<file path="src/rtl/tnnzeq_pkg.sv">
// Shared types and helpers for the tnnzeq neuron sequencer and its accumulator.
package tnnzeq_pkg;

  typedef enum logic [2:0] {
    S_IDLE,
    S_CLEAR,
    S_BIAS,
    S_RUN,
    S_DONE
  } state_t;

  // Applies a ternary weight sign to an unsigned feature. The caller keeps the
  // low BITS+1 bits; negating an unsigned BITS-wide value always fits there.
  function automatic logic signed [31:0] sgn_ext(input logic [31:0] x, input logic neg);
    logic signed [31:0] v;
    v = $signed(x);
    return neg ? -v : v;
  endfunction

  // Accumulator width that holds SIZE terms of magnitude up to 2^BITS-1 plus sign.
  function automatic int to_acc_w(input int bits, input int size);
    return bits + $clog2(size + 1) + 1;
  endfunction

endpackage

</file>
<file path="src/rtl/tnnzeq_feature_mux.sv">
// Latched feature register plus weight-indexed select and sign application.
// The select is combinational from k; out-of-range weight indices fall back
// to feature 0 and are reported at elaboration.
module tnnzeq_feature_mux
  import tnnzeq_pkg::*;
#(
  parameter int FEAT  = 16,
  parameter int BITS  = 8,
  parameter int SIZE  = 4,
  parameter int IDX_W = $clog2(FEAT),
  parameter int K_W   = $clog2(SIZE + 1),
  parameter logic [SIZE*IDX_W-1:0] WIDX = '0,
  parameter logic [SIZE-1:0]       WSGN = '0
) (
  input  logic                   clk,
  input  logic                   rst,
  input  logic                   load,
  input  logic [FEAT*BITS-1:0]   features,
  input  logic [K_W-1:0]         k,
  output logic signed [BITS:0]   value
);

  logic [FEAT*BITS-1:0] feat_q;
  logic [IDX_W-1:0]     sel;
  logic [BITS-1:0]      x;

  // A wiring mistake in WIDX must be caught before simulation starts.
  for (genvar g = 0; g < SIZE; g++) begin : g_chk
    if (int'(WIDX[g*IDX_W +: IDX_W]) >= FEAT) begin : g_bad
      $error("tnnzeq_feature_mux: WIDX entry %0d selects feature %0d, FEAT is %0d",
             g, int'(WIDX[g*IDX_W +: IDX_W]), FEAT);
    end
  end

  // Feature vector is captured once per accepted start and held for the run.
  always_ff @(posedge clk) begin
    if (rst) begin
      feat_q <= '0;
    end else if (load) begin
      feat_q <= features;
    end
  end

  // Pick weight k's feature and apply its sign; k past the last weight reads weight 0.
  always_comb begin
    int ki;
    int si;
    ki = int'(k);
    if (ki >= SIZE) ki = 0;
    sel = WIDX[ki*IDX_W +: IDX_W];
    si  = int'(sel);
    if (si < FEAT) x = feat_q[si*BITS +: BITS];
    else           x = feat_q[BITS-1:0];
    value = (BITS+1)'(sgn_ext({{(32-BITS){1'b0}}, x}, WSGN[ki]));
  end

endmodule

</file>
<file path="src/rtl/tnnzeq_neuron_sequencer.sv">
// Control-and-feed stage for the tnnzeq serial ternary neuron accumulator.
// Latches features on start, clears the accumulator, streams one signed feature
// per non-zero weight, then captures the accumulator sign and pulses done.
// Optional bias term: define TNNZEQ_SEQ_BIAS_EN to add parameter BIAS and a
// one-cycle BIAS state between CLEAR and RUN.
module tnnzeq_neuron_sequencer
  import tnnzeq_pkg::*;
#(
  parameter int FEAT  = 16,
  parameter int BITS  = 8,
  parameter int SIZE  = 4,
  parameter int IDX_W = $clog2(FEAT),
  parameter logic [SIZE*IDX_W-1:0] WIDX = '0,
  parameter logic [SIZE-1:0]       WSGN = '0
`ifdef TNNZEQ_SEQ_BIAS_EN
  ,
  parameter logic signed [BITS:0]  BIAS = '0
`endif
) (
  input  logic                  clk,
  input  logic                  rst,
  input  logic                  start,
  input  logic [FEAT*BITS-1:0]  features,
  input  logic                  acc_out,
  output logic signed [BITS:0]  sample,
  output logic                  halt,
  output logic                  acc_clr,
  output logic                  busy,
  output logic                  done,
  output logic                  result
);

  localparam int K_W = $clog2(SIZE + 1);
  localparam logic [K_W-1:0] LAST = K_W'(SIZE - 1);

  state_t                state, state_nxt;
  logic [K_W-1:0]        k, k_nxt;
  logic                  load;
  logic                  capture;
  logic signed [BITS:0]  mux_value;
  logic signed [BITS:0]  sample_nxt;

  // Feature select is driven with the index of the cycle being set up, so the
  // registered sample lines up with the RUN cycle that consumes it.
  tnnzeq_feature_mux #(
    .FEAT  (FEAT),
    .BITS  (BITS),
    .SIZE  (SIZE),
    .IDX_W (IDX_W),
    .K_W   (K_W),
    .WIDX  (WIDX),
    .WSGN  (WSGN)
  ) u_mux (
    .clk      (clk),
    .rst      (rst),
    .load     (load),
    .features (features),
    .k        (k_nxt),
    .value    (mux_value)
  );

  // Next-state, weight counter and capture decode.
  always_comb begin
    state_nxt = state;
    k_nxt     = k;
    load      = 1'b0;
    capture   = 1'b0;
    case (state)
      S_IDLE: begin
        if (start) begin
          load      = 1'b1;
          state_nxt = S_CLEAR;
        end
      end
      S_CLEAR: begin
        k_nxt = '0;
`ifdef TNNZEQ_SEQ_BIAS_EN
        state_nxt = S_BIAS;
`else
        state_nxt = S_RUN;
`endif
      end
      S_BIAS: begin
        k_nxt     = '0;
        state_nxt = S_RUN;
      end
      S_RUN: begin
        k_nxt = k + 1'b1;
        // acc_out already folds in this cycle's sample, so it is the final sign.
        if (k == LAST) begin
          capture   = 1'b1;
          state_nxt = S_DONE;
        end
      end
      S_DONE: begin
        state_nxt = S_IDLE;
      end
      default: begin
        state_nxt = S_IDLE;
      end
    endcase
  end

  // Value to present to the accumulator during the upcoming cycle.
  always_comb begin
    sample_nxt = '0;
    if (state_nxt == S_RUN) begin
      sample_nxt = mux_value;
    end
`ifdef TNNZEQ_SEQ_BIAS_EN
    else if (state_nxt == S_BIAS) begin
      sample_nxt = BIAS;
    end
`endif
  end

  // State, counter and registered accumulator controls decoded from the next state.
  always_ff @(posedge clk) begin
    if (rst) begin
      state   <= S_IDLE;
      k       <= '0;
      sample  <= '0;
      halt    <= 1'b1;
      acc_clr <= 1'b0;
      done    <= 1'b0;
      result  <= 1'b0;
    end else begin
      state   <= state_nxt;
      k       <= k_nxt;
      sample  <= sample_nxt;
      halt    <= !((state_nxt == S_RUN) || (state_nxt == S_BIAS));
      acc_clr <= (state_nxt == S_CLEAR);
      done    <= (state_nxt == S_DONE);
      if (capture) begin
        result <= acc_out;
      end
    end
  end

  assign busy = (state != S_IDLE);

endmodule

</file>
<file path="config.mk">
export PLATFORM = sky130hd
export DESIGN_NAME = tnnzeq_neuron_sequencer
export DESIGN_NICKNAME = d
export VERILOG_FILES = /design/src/rtl/tnnzeq_pkg.sv /design/src/rtl/tnnzeq_feature_mux.sv /design/src/rtl/tnnzeq_neuron_sequencer.sv
export SDC_FILE = /design/constraint.sdc
export NUM_CORES = 1
export LEC_CHECK = 0
export CORE_MARGIN = 1.5
export CORE_UTILIZATION = 40
export DETAILED_ROUTE_END_ITERATION = 8
export DONT_BUFFER_PORTS = 1
export SETUP_SLACK_MARGIN = 0.4
export SLEW_MARGIN = 20
export SYNTH_ARGS = -nofsm -noshare
export SYNTH_HDL_FRONTEND = slang
export SYNTH_SLANG_ARGS = --single-unit
</file>
<file path="constraint.sdc">
create_clock -name clk -period 1.7 [get_ports clk]
set_input_delay 0.34 -clock clk [delete_from_list [all_inputs] [get_ports clk]]
set_output_delay 0.34 -clock clk [all_outputs]
set_load 0.02 [all_outputs]
</file>
Word-level counts from Yosys, hierarchy flattened. Cells that the tools add are included.

Reductions and logical operators: 7. Shifts and indexed selects: 2. Add/subtract/negate cells: 2. $lt $le $gt $ge: 2. Bitwise operators: 2. Div/mod/pow operators: 0. Eq/ne operators: 8. Multiply operators: 0. Multiplexer cells: 13.

Operators by type and width (number): $shiftx A128 B8 Y8 (1); $shiftx A16 B6 Y4 const A (1); $eq A3 B2 Y1 const B (5); $mux W3 (3); $neg A8 Y9 (1); $pmux W3 S3 (1); $mux W8 (1); $eq A3 B1 Y1 const B (2); $mux W1 (6); $pmux W3 S2 (1); $reduce_or A2 Y1 (2); $add A3 B1 Y3 const B (1); $eq A3 B3 Y1 const B (1); $ge A3 B3 Y1 const B (1); $logic_not A3 Y1 (1); $lt A3 B3 Y1 const B (1); $reduce_bool A3 Y1 (1); $reduce_or A3 Y1 (1); $bmux W1 S2 (1); $not A1 Y1 (2); $logic_not A1 Y1 (1); $logic_or A1 B1 Y1 (1).

Latch bits: 0. Bits in registers: 147. Memories: 0. Bits in writable memories: 0. Output and inout bits: 14. Input bits: 132. ROM bits: 0. Word-level logic and storage cells: 45.

Longest topological paths before layout. Gate-level depths: netlist of the first run.

Word-level depth: 10. Gate-level depth with buffers: 5.

Hierarchy. From an unflattened synthesis of the first run, not the netlist that was laid out.

Cells, all modules: 95. Area, all modules: 1112.3 µm².

By module, submodules not included: tnnzeq_neuron_sequencer (seq. area each 380.4 µm², cells each 67, instances 1, area an instance 815.8 µm²); tnnzeq_feature_mux (seq. area each 160.2 µm², cells each 28, instances 1, area an instance 296.5 µm²).

Least setup slack after synthesis of the first run. No wires, ideal clock.

Path kind: reg-to-reg. From: register with a tool-made name. To: register halt. Period minus slack after synthesis: 1.309 ns. Setup time: 0.127 ns. Cell stages (with the launch flop): 5. Arrival time: 1.182 ns. Buffers on the path: 0. Setup slack: 0.391 ns. Cells stage by stage: dfxtp_1 ha_1 ha_1 and3_4 or3_1.

RTL lines: end signal, assigned (RTL line tnnzeq_neuron_sequencer.sv:131) `halt <= !((state_nxt == S_RUN) || (state_nxt == S_BIAS));`; end, declared (RTL line tnnzeq_neuron_sequencer.sv:26) `output logic halt,`.

Worst setup path in the final report of the first run.
From: register state[2]. To: output busy.

Cells in the longest elaborated chain, start to end: 1.

Ends and longest elaborated chain: start, declared (RTL line tnnzeq_neuron_sequencer.sv:36) `state_t state, state_nxt;`; start signal, assigned (RTL line tnnzeq_neuron_sequencer.sv:128) `state <= state_nxt;`; $reduce_bool A3 Y1 (RTL line tnnzeq_neuron_sequencer.sv:140) `assign busy = (state != S_IDLE);`; end, declared (RTL line tnnzeq_neuron_sequencer.sv:28) `output logic busy,`.

Every way passes these cells.

==> Flow_metrics.wiki, run 1 <==
{| class="wikitable"
! Metric !! Value
|-
| Setup-violating endpoint count in the final report || 0
|-
| Power per cell area || 875 nW/um^2
|-
| Average detailed-routed wire length per instance || 14.6 microns
|-
| Cell area after synthesis || 1130 sq um
|-
| Antenna violations before repair || 0
|-
| Final period utilization || 0.848
|-
| Syn-to-layout area delta || 7.96%
|-
| Remaining design rule violation count || 0
|-
| Run status || complete, no violations
|-
| Worst Path Required || 1.36 ns
|-
| Number of nets with antenna violations after routing || 0
|-
| Maximum root-to-sink buffer count || 2
|-
| Critical-path maximum fanout || 2
|-
| Horizontal extent of the die || 56.2 microns
|-
| Share of the synthesized area in the top cell type || 0.460
|-
| Number of placed cells counting well taps || 120
|-
| Distinct cells, synth || 24
|-
| Fin crit period || 1.44 ns
|-
| Vias || 652
|-
| Ports placed on the boundary || 146
|-
| Max Slew Vio Count || 0
|-
| Share of the yosys chip area belonging to registers || 0.460
|-
| Top flip-flop cell by instance count after synthesis || dfxtp_1
|-
| Routed vias/inst || 5.09
|-
| CP top delay family || simple AND/OR/NAND/NOR gates
|-
| Quantity of I/O buffers inserted on ports || 0
|-
| Die H || 56.2 microns
|-
| Number of nets produced by synthesis || 231
|-
| Area occupied by registers || 533 sq um
|-
| Post-DP HPWL || 1200 microns
|-
| WP buf/inv || 0
|-
| Share of final-layout standard cells stronger than drive strength 1 || 0.320
|-
| Clock latency on the worst-skew pair || 0.32 ns
|-
| Starting utilization of the core area || 0.418
|-
| Number of buffers inserted during clock tree synthesis || 3
|-
| Max Cap Violations || 0
|-
| Site Rows || 19
|-
| Worst min-delay path category || primary input to flop
|-
| Library cell with the highest instance count after synthesis || dfxtp_1
|-
| Maximum ir drop on the vdd rail || 0.722 mV
|-
| Element type at the critical path end || primary output
|-
| Global-route wire length before repair || 3180 microns
|-
| Filler-free cell count of the finished design || 128
|-
| Power Total || 1070 uW
|-
| Aggregate global routing overflow || 0
|-
| Synth async-reset ratio || 0
|-
| Number of warnings printed during yosys synthesis || 0
|-
| Cell types occupying the most area after synthesis || dfxtp_1 (46%), nor4b_2 (12%), nand2b_1 (11%)
|-
| Detailed router's first-iteration violation count || 14
|-
| Average footprint of a synthesized cell || 11.7 sq um
|-
| Vias in the first global route || 643
|-
| CP max stage cell || or3_4
|-
| Sum of negative setup slack || 0 ns
|-
| Number of antenna repair diodes || 0
|-
| Nets@finish || 232
|-
| First-pass detailed-route iteration total || 3
|-
| H-tree levels || 1
|-
| CP Cell Sequence || or3_4
|-
| Fmax || 694 MHz
|-
| Crit start category || flop
|-
| Number of standard cells after synthesis || 97
|-
| Leak Pwr || 0.000416 uW
|-
| Flip-flop and latch count after synthesis || 26
|-
| Clock-pin slew on the worst setup and hold paths || 0.13 ns
|-
| Setup repair after global routing missed its margin || true
|-
| Fillers || 265
|-
| Synth area leader || dfxtp_1
|-
| Arr. time, crit path || 1.10 ns
|-
| CP peak stage delay || 0.42 ns
|-
| Final worst clock skew || 0.00398 ns
|-
| Area enclosed by the die boundary || 3160 sq um
|-
| Weighted congestion at the end of routability-driven global placement || 0.685
|-
| Multi-input gate area in the final layout || 577 sq um
|-
| Critical setup path kind || flop to primary output
|-
| Clk root buf || clkbuf_4
|-
| Most used standard cells in the synthesized netlist || dfxtp_1 (26), nand2b_1 (20), mux2i_1 (9), nor4b_2 (9), buf_6 (5)
|-
| Core box area || 2710 sq um
|-
| # clock sinks || 26
|-
| TritonCTS clock tree || built
|-
| Pin count of the biggest net entering global routing || 29
|-
| GRT Total Usage || 0.135
|-
| Number of enable-type register cells in the synthesized netlist || 0
|-
| DRT Wirelength || 1870 microns
|-
| Final Hold Viols || 0
|}
==> through the flow <==
step | util | cell area [sq um] | hold slack [ns] | setup WS [ns]
after detailed placement | 0.406 | 1100 | 0.422 | 0.311
after floorplan | - | 1130 | 0.444 | 0.421
after global routing | 0.451 | 1220 | 0.0413 | 0.212
after global placement | 0.406 | 1100 | 0.419 | 0.322
after CTS | 0.442 | 1200 | 0.0559 | 0.238
final | 0.451 | 1220 | 0.0736 | 0.258
==> placed cells by master, fill, tap and decap left out <==
| master | instances |
|---|---|
| nand3b_1 | 1 |
| nor4b_4 | 2 |
| nor3b_1 | 2 |
| nand4b_1 | 1 |
| or2_4 | 1 |
| mux2i_1 | 9 |
| or3_1 | 1 |
| inv_1 | 2 |
| clkbuf_4 | 3 |
| dfxtp_2 | 1 |
| conb_1 | 1 |
| buf_4 | 4 |
| and2b_1 | 1 |
| nor2_4 | 1 |
| nor4b_2 | 7 |
| and3_4 | 2 |
| o21ba_2 | 1 |
| ha_2 | 1 |
| dfxtp_1 | 22 |
| o32ai_1 | 2 |
| or2_1 | 1 |
| ha_4 | 1 |
| dfxtp_4 | 3 |
| nor3_2 | 1 |
| nand2b_1 | 20 |
| o22ai_1 | 1 |
| or3_4 | 1 |
| nor3_1 | 2 |
| or2_2 | 1 |
| clkbuf_8 | 1 |
==> final timing paths <==
check,startpoint,end,slack (ns),cells past startpoint
hold / removal,rst,state[2],0.07,1
hold reg to reg,u_mux.feat_q[5],u_mux.feat_q[5],0.48,2
setup reg to reg,flop,halt,0.41,4
setup / recovery,state[2],busy,0.26,1
==> report_power, final <==
group          leakage [uW]  switching [uW]  internal [uW]
combinational      0.000180            53.4           52.5
sequential         0.000214            25.0            632
clock             0.0000210             176            131
==> cells by family after synthesis <==
logic type	Yosys count	share of synthesized area
adder cells (fa/ha/maj)	2	0.0221
AND/OR/NAND/NOR	44	0.329
flip-flops	26	0.460
AO/OA/AOI/OAI	4	0.0298
buffers and inverters	11	0.0762
multiplexers	9	0.0796
other	1	0.00331
==> per-layer routing <==
metal	GRT usage	wire (microns)	up-vias
met4	0.0510	31	0
met3	0.0628	122	4
met2	0.187	801	16
met1	0.183	916	299
li1	-	-	333
met5	0	0	-
==> final cells by class <==
| cell class | instances | area share |
|---|---|---|
| tap | 31 | 0.0317 |
| sequential | 26 | 0.436 |
| inverter | 2 | 0.00614 |
| clock buffer | 4 | 0.0297 |
| timing repair buffer | 4 | 0.0246 |
| multi-input combinational | 61 | 0.472 |
==> timing repair <==
action,in CTS,in global routing
setup buffers,3,0
cloned,1,0
resized for setup,12,4
hold buffers,0,0
setup endpoints to repair,4,16
pin swaps,2,3
No activity file was read; power rests on OpenSTA's default activity.
==> run 2: changes to the inputs <==
clock period = 1.44 ns   (was 1.7 ns; I/O delays follow)
==> run 2 against run 1 <==
  * Count of clock-buffer cells in the layout is the same
  * Clock skew is 0.00099 ns lower
  * Sequential share of layout area fell by 6.1 points
  * Design area grew 24%
  * Clock power grew 18%
  * Worst hold slack lost 0.0098 ns
  * Wire length rose by 20%
  * First-iteration DRC count rose by 7.1%
  * Via count grew 12%
  * Critical path depth did not move
  * Critical endpoint unchanged
  * Largest cell class unchanged
  * Highest routed layer unchanged
==> Flow_metrics.wiki, run 2 (synthesized netlist as in run 1, its figures left out) <==
{| class="wikitable"
! Metric !! Value
|-
| CP max stage cell || or3_4
|-
| Share of final-layout standard cells stronger than drive strength 1 || 0.554
|-
| Fmax || 719 MHz
|-
| Max Cap Violations || 0
|-
| Logic gate share of total power || 0.144
|-
| Number of antenna repair diodes || 0
|-
| Fin crit period || 1.39 ns
|-
| Worst min-delay path category || primary input to flop
|-
| Average detailed-routed wire length per instance || 15.6 microns
|-
| Site Rows || 19
|-
| Area enclosed by the die boundary || 3160 sq um
|-
| Utilization after layout || 0.560
|-
| Sum of negative setup slack || 0 ns
|-
| # clock sinks || 26
|-
| Aggregate global routing overflow || 0
|-
| Commonest non-fill, non-tap cells in the layout || nand2b_1 (20), dfxtp_4 (11), buf_4 (11)
|-
| Clk root buf || clkbuf_4
|-
| Crit start category || flop
|-
| First-pass detailed-route iteration total || 3
|-
| DRT Wirelength || 2240 microns
|-
| Fillers || 227
|-
| Antenna violations before repair || 0
|-
| Number of buffers inserted during clock tree synthesis || 3
|-
| Vias || 732
|-
| CP peak stage delay || 0.42 ns
|-
| CP Cell Sequence || or3_4
|-
| Leak Pwr || 0.000528 uW
|-
| Syn-to-layout area delta || 34.1%
|-
| Critical setup path kind || flop to primary output
|-
| Element type at the critical path end || primary output
|-
| Max Slew Vio Count || 0
|-
| CP top delay family || simple AND/OR/NAND/NOR gates
|-
| Critical-path maximum fanout || 2
|-
| Horizontal extent of the die || 56.2 microns
|-
| Maximum ir drop on the vdd rail || 0.756 mV
|-
| Run status || complete, no violations
|-
| Quantity of I/O buffers inserted on ports || 0
|-
| Routed vias/inst || 5.12
|-
| Proportion of total power due to net switching || 0.247
|-
| Number of nets with antenna violations after routing || 0
|-
| Clock latency on the worst-skew pair || 0.31 ns
|-
| Switching Power || 326 uW
|-
| H-tree levels || 1
|-
| Pin count of the biggest net entering global routing || 29
|-
| GRT Total Usage || 0.144
|-
| TritonCTS clock tree || built
|-
| Clock-pin slew on the worst setup and hold paths || 0.13 ns
|-
| Ports placed on the boundary || 146
|-
| Core box area || 2710 sq um
|-
| Maximum root-to-sink buffer count || 2
|-
| Power per cell area || 870 nW/um^2
|-
| Starting utilization of the core area || 0.418
|-
| WP buf/inv || 0
|-
| Final worst clock skew || 0.00300 ns
|-
| Setup-violating endpoint count in the final report || 0
|-
| Post-route worst hold slack || 0.0639 ns
|-
| Final Hold Viols || 0
|-
| Detailed router's first-iteration violation count || 15
|-
| Post-DP HPWL || 1330 microns
|-
| Arr. time, crit path || 1.10 ns
|-
| Leading cell type in the layout, fill and taps excluded || nand2b_1
|-
| Share of power burned in registers || 0.583
|-
| Remaining design rule violation count || 0
|-
| Clock network fraction of total power || 0.273
|-
| Nets@finish || 247
|-
| Global-route wire length before repair || 3510 microns
|-
| Setup repair after global routing missed its margin || true
|-
| Internal power || 996 uW
|-
| Final period utilization || 0.966
|-
| Worst Path Required || 1.15 ns
|-
| Weighted congestion at the end of routability-driven global placement || 0.668
|-
| Die H || 56.2 microns
|-
| Vias in the first global route || 734
|}
## run 2: changes by cell type in the layout (fill, tap and decap cells not counted), moves of 2 or more
cell	before	now
dlygate4sd3_1	0	2
buf_4	4	11
nor3b_2	0	2
nor4b_4	2	8
o32ai_1	2	0
buf_6	0	4
dfxtp_1	22	9
dfxtp_4	3	11
buf_12	0	2
dfxtp_2	1	6
nor4b_2	7	1
nor3b_1	2	0
o32ai_2	0	2
## run 2: path summary, 6_finish.rpt
kind,depth (start not counted),slack (ns),from,to
worst max-delay path,1,0.05,state[2],busy
worst min-delay path,1,0.06,rst,flop
worst max register to register,4,0.12,state[2],u_mux.feat_q[0]
worst min register to register,1,0.47,u_mux.feat_q[6],sample[6]
## run 2: routing by layer
metal  global-route usage  part of all wire
met1                0.187              0.47
met2                0.227              0.47
met3               0.0512             0.045
met4               0.0408             0.016
met5                    0                 0
## run 2: what timing repair did
item / in CTS / in global routing
pin swaps: 2 / 1
hold buffers: 1 / 1
buffers inserted: 7 / 8
hold endpoints to repair: 1 / 1
gates resized for setup: 25 / 19
setup endpoints to repair: 38 / 35
## run 2: area by class of cell
type,count,area (sq um),area share
inverter,2,7.51,0.00494
clock buffer,4,36.3,0.0239
tap,31,38.8,0.0255
multi-input combinational,60,664,0.437
sequential,26,569,0.375
timing repair buffer,20,203,0.133
## run 2: worst reg2reg max path, stage by stage (launching register included)
cell	delay, ns
dfxtp_4	0.37
buf_4	0.16
nor4b_2	0.26
buf_4	0.24
mux2i_1	0.22
## run 2: through the flow
stage / cells / total power [uW] / cell area [sq um] / setup WS [ns]
after floorplan: 97 / 917 / 1180 / 0.258
after global placement: 122 / 913 / 1160 / 0.160
after detailed placement: 122 / 917 / 1160 / 0.144
after CTS: 134 / 1310 / 1340 / 0.0364
after global routing: 143 / 1390 / 1520 / 0.0161
final: 143 / 1320 / 1520 / 0.0489
## run 2: power groups by stage
stage          logic, uW  registers (uW)  clock network [uW]
6_report             190             771                 362
5_1_grt              202             775                 409
4_1_cts              145             781                 379
3_5_place_dp         116             801                   0
3_3_place_gp         114             799                   0
2_1_floorplan        131             786                   0
==> run 3: changes to the inputs <==
CTS_BUF_LIST = sky130_fd_sc_hd__clkbuf_16   (was default)
==> run 3 against run 2 <==
  * Non-clock buffer count unchanged
  * Largest power group unchanged
  * Critical endpoint unchanged
  * First-iteration DRC count decreased by 27%
  * Highest routed layer unchanged
  * Worst hold slack improved by 0.028 ns
==> Flow_metrics.wiki, run 3 (synthesized netlist as in run 1, its figures left out) <==
{| class="wikitable"
! Metric !! Value
|-
| Run status || complete, no violations
|-
| Fin crit period || 1.31 ns
|-
| Fmax || 765 MHz
|-
| Pin count of the biggest net entering global routing || 29
|-
| H-tree levels || 1
|-
| Final Hold Viols || 0
|-
| Leak Pwr || 0.000558 uW
|-
| Nets@finish || 248
|-
| Ports placed on the boundary || 146
|-
| Core box area || 2710 sq um
|-
| CP max stage cell || or3_4
|-
| Clock latency on the worst-skew pair || 0.26 ns
|-
| Maximum root-to-sink buffer count || 2
|-
| Aggregate global routing overflow || 0
|-
| Slack of the worst reg-to-reg path || 0.17 ns
|-
| CP peak stage delay || 0.42 ns
|-
| Uppermost metal layer occupied by signal nets || met4
|-
| Max Cap Violations || 0
|-
| Routed vias/inst || 5.24
|-
| Number of buffers inserted during clock tree synthesis || 3
|-
| Sum of negative setup slack || 0 ns
|-
| Vias || 754
|-
| Number of nets with antenna violations after routing || 0
|-
| CP Cell Sequence || or3_4
|-
| Fillers || 233
|-
| Critical setup path kind || flop to primary output
|-
| Number of antenna repair diodes || 0
|-
| Final period utilization || 0.907
|-
| Worst Path Required || 1.15 ns
|-
| Setup repair after global routing missed its margin || true
|-
| Met2 wirelength from detailed routing || 1270 microns
|-
| Share of final-layout standard cells stronger than drive strength 1 || 0.460
|-
| Quantity of I/O buffers inserted on ports || 0
|-
| Area occupied by registers || 534 sq um
|-
| Arr. time, crit path || 1.02 ns
|-
| Filler-free cell count of the finished design || 144
|-
| Max Slew Vio Count || 0
|-
| Site Rows || 19
|-
| Setup-violating endpoint count in the final report || 0
|-
| GRT Total Usage || 0.157
|-
| # clock sinks || 26
|-
| Final worst clock skew || 0.00189 ns
|-
| Area enclosed by the die boundary || 3160 sq um
|-
| Vias in the first global route || 743
|-
| Power per cell area || 1020 nW/um^2
|-
| Post-DP HPWL || 1330 microns
|-
| Element type at the critical path end || primary output
|-
| Syn-to-layout area delta || 38.2%
|-
| CP top delay family || simple AND/OR/NAND/NOR gates
|-
| Critical-path maximum fanout || 2
|-
| Average detailed-routed wire length per instance || 17.1 microns
|-
| Die H || 56.2 microns
|-
| Commonest non-fill, non-tap cells in the layout || dfxtp_1 (21), nand2b_1 (20), buf_4 (10)
|-
| Multi-input gate area in the final layout || 678 sq um
|-
| TritonCTS clock tree || built
|-
| Antenna violations before repair || 0
|-
| DRT Wirelength || 2460 microns
|-
| Clock-pin slew on the worst setup and hold paths || 0.06 ns
|-
| Starting utilization of the core area || 0.418
|-
| Leading cell type in the layout, fill and taps excluded || dfxtp_1
|-
| Routed met1 length || 1080 microns
|-
| Weighted congestion at the end of routability-driven global placement || 0.668
|-
| Clk root buf || clkbuf_16
|-
| Detailed router's first-iteration violation count || 11
|-
| Number of placed cells counting well taps || 122
|-
| Utilization after layout || 0.578
|-
| Maximum ir drop on the vdd rail || 1.25 mV
|-
| Crit start category || flop
|-
| Horizontal extent of the die || 56.2 microns
|-
| Remaining design rule violation count || 0
|-
| Routed met3 length || 94 microns
|-
| Number of hold buffers added after CTS || 0
|-
| Post-route worst hold slack || 0.0915 ns
|-
| First-pass detailed-route iteration total || 3
|-
| Worst min-delay path category || primary input to flop
|-
| WP buf/inv || 0
|-
| Global-route wire length before repair || 3660 microns
|}
==> run 3: cell count changes in the layout (fill, tap and decap cells not counted), moves of 2 or more <==
cell | before | now
buf_6 | 4 | 6
clkbuf_16 | 0 | 4
dlygate4sd3_1 | 2 | 0
dfxtp_4 | 11 | 3
dfxtp_1 | 9 | 21
clkbuf_4 | 3 | 0
dfxtp_2 | 6 | 2
==> run 3: area by class of cell <==
cell class	count	share of cell area
clock buffer	3	0.0480
clock inverter	1	0.00240
inverter	2	0.00480
multi-input combinational	61	0.433
sequential	26	0.341
tap	31	0.0248
timing repair buffer	20	0.145
==> run 3: worst paths after layout <==
kind / startpoint / endpoint / depth (start not counted)
worst min register to register: u_mux.feat_q[6] / sample[6] / 1
worst max-delay path: state[0] / busy / 1
worst min-delay path: rst / state[2] / 1
worst max register to register: flop / halt / 4
==> run 3: what timing repair did <==
| item | CTS | global route |
|---|---|---|
| resized for setup | 19 | 8 |
| pin swaps | 2 | 1 |
| setup buffers | 10 | 5 |
| setup endpoints to repair | 24 | 27 |
| gates cloned | 2 | 1 |
==> run 3: power by group <==
group	total [uW]	switching [uW]	internal, uW
Clock	612	240	371
Combinational	214	97.4	116
Sequential	774	28.2	746
==> run 3: metrics by stage <==
stage	total power (uW)	area [sq um]	worst slack, ns
after floorplan	917	1180	0.258
after global placement	913	1160	0.160
after detailed placement	917	1160	0.144
after CTS	1590	1430	0.123
after global routing	1660	1570	0.116
final	1600	1570	0.133
==> run 3: per-layer routing <==
layer,GRT usage,up-vias
li1,-,365
met1,0.188,372
met2,0.255,15
met3,0.0698,2
met4,0.0408,0
met5,0,-
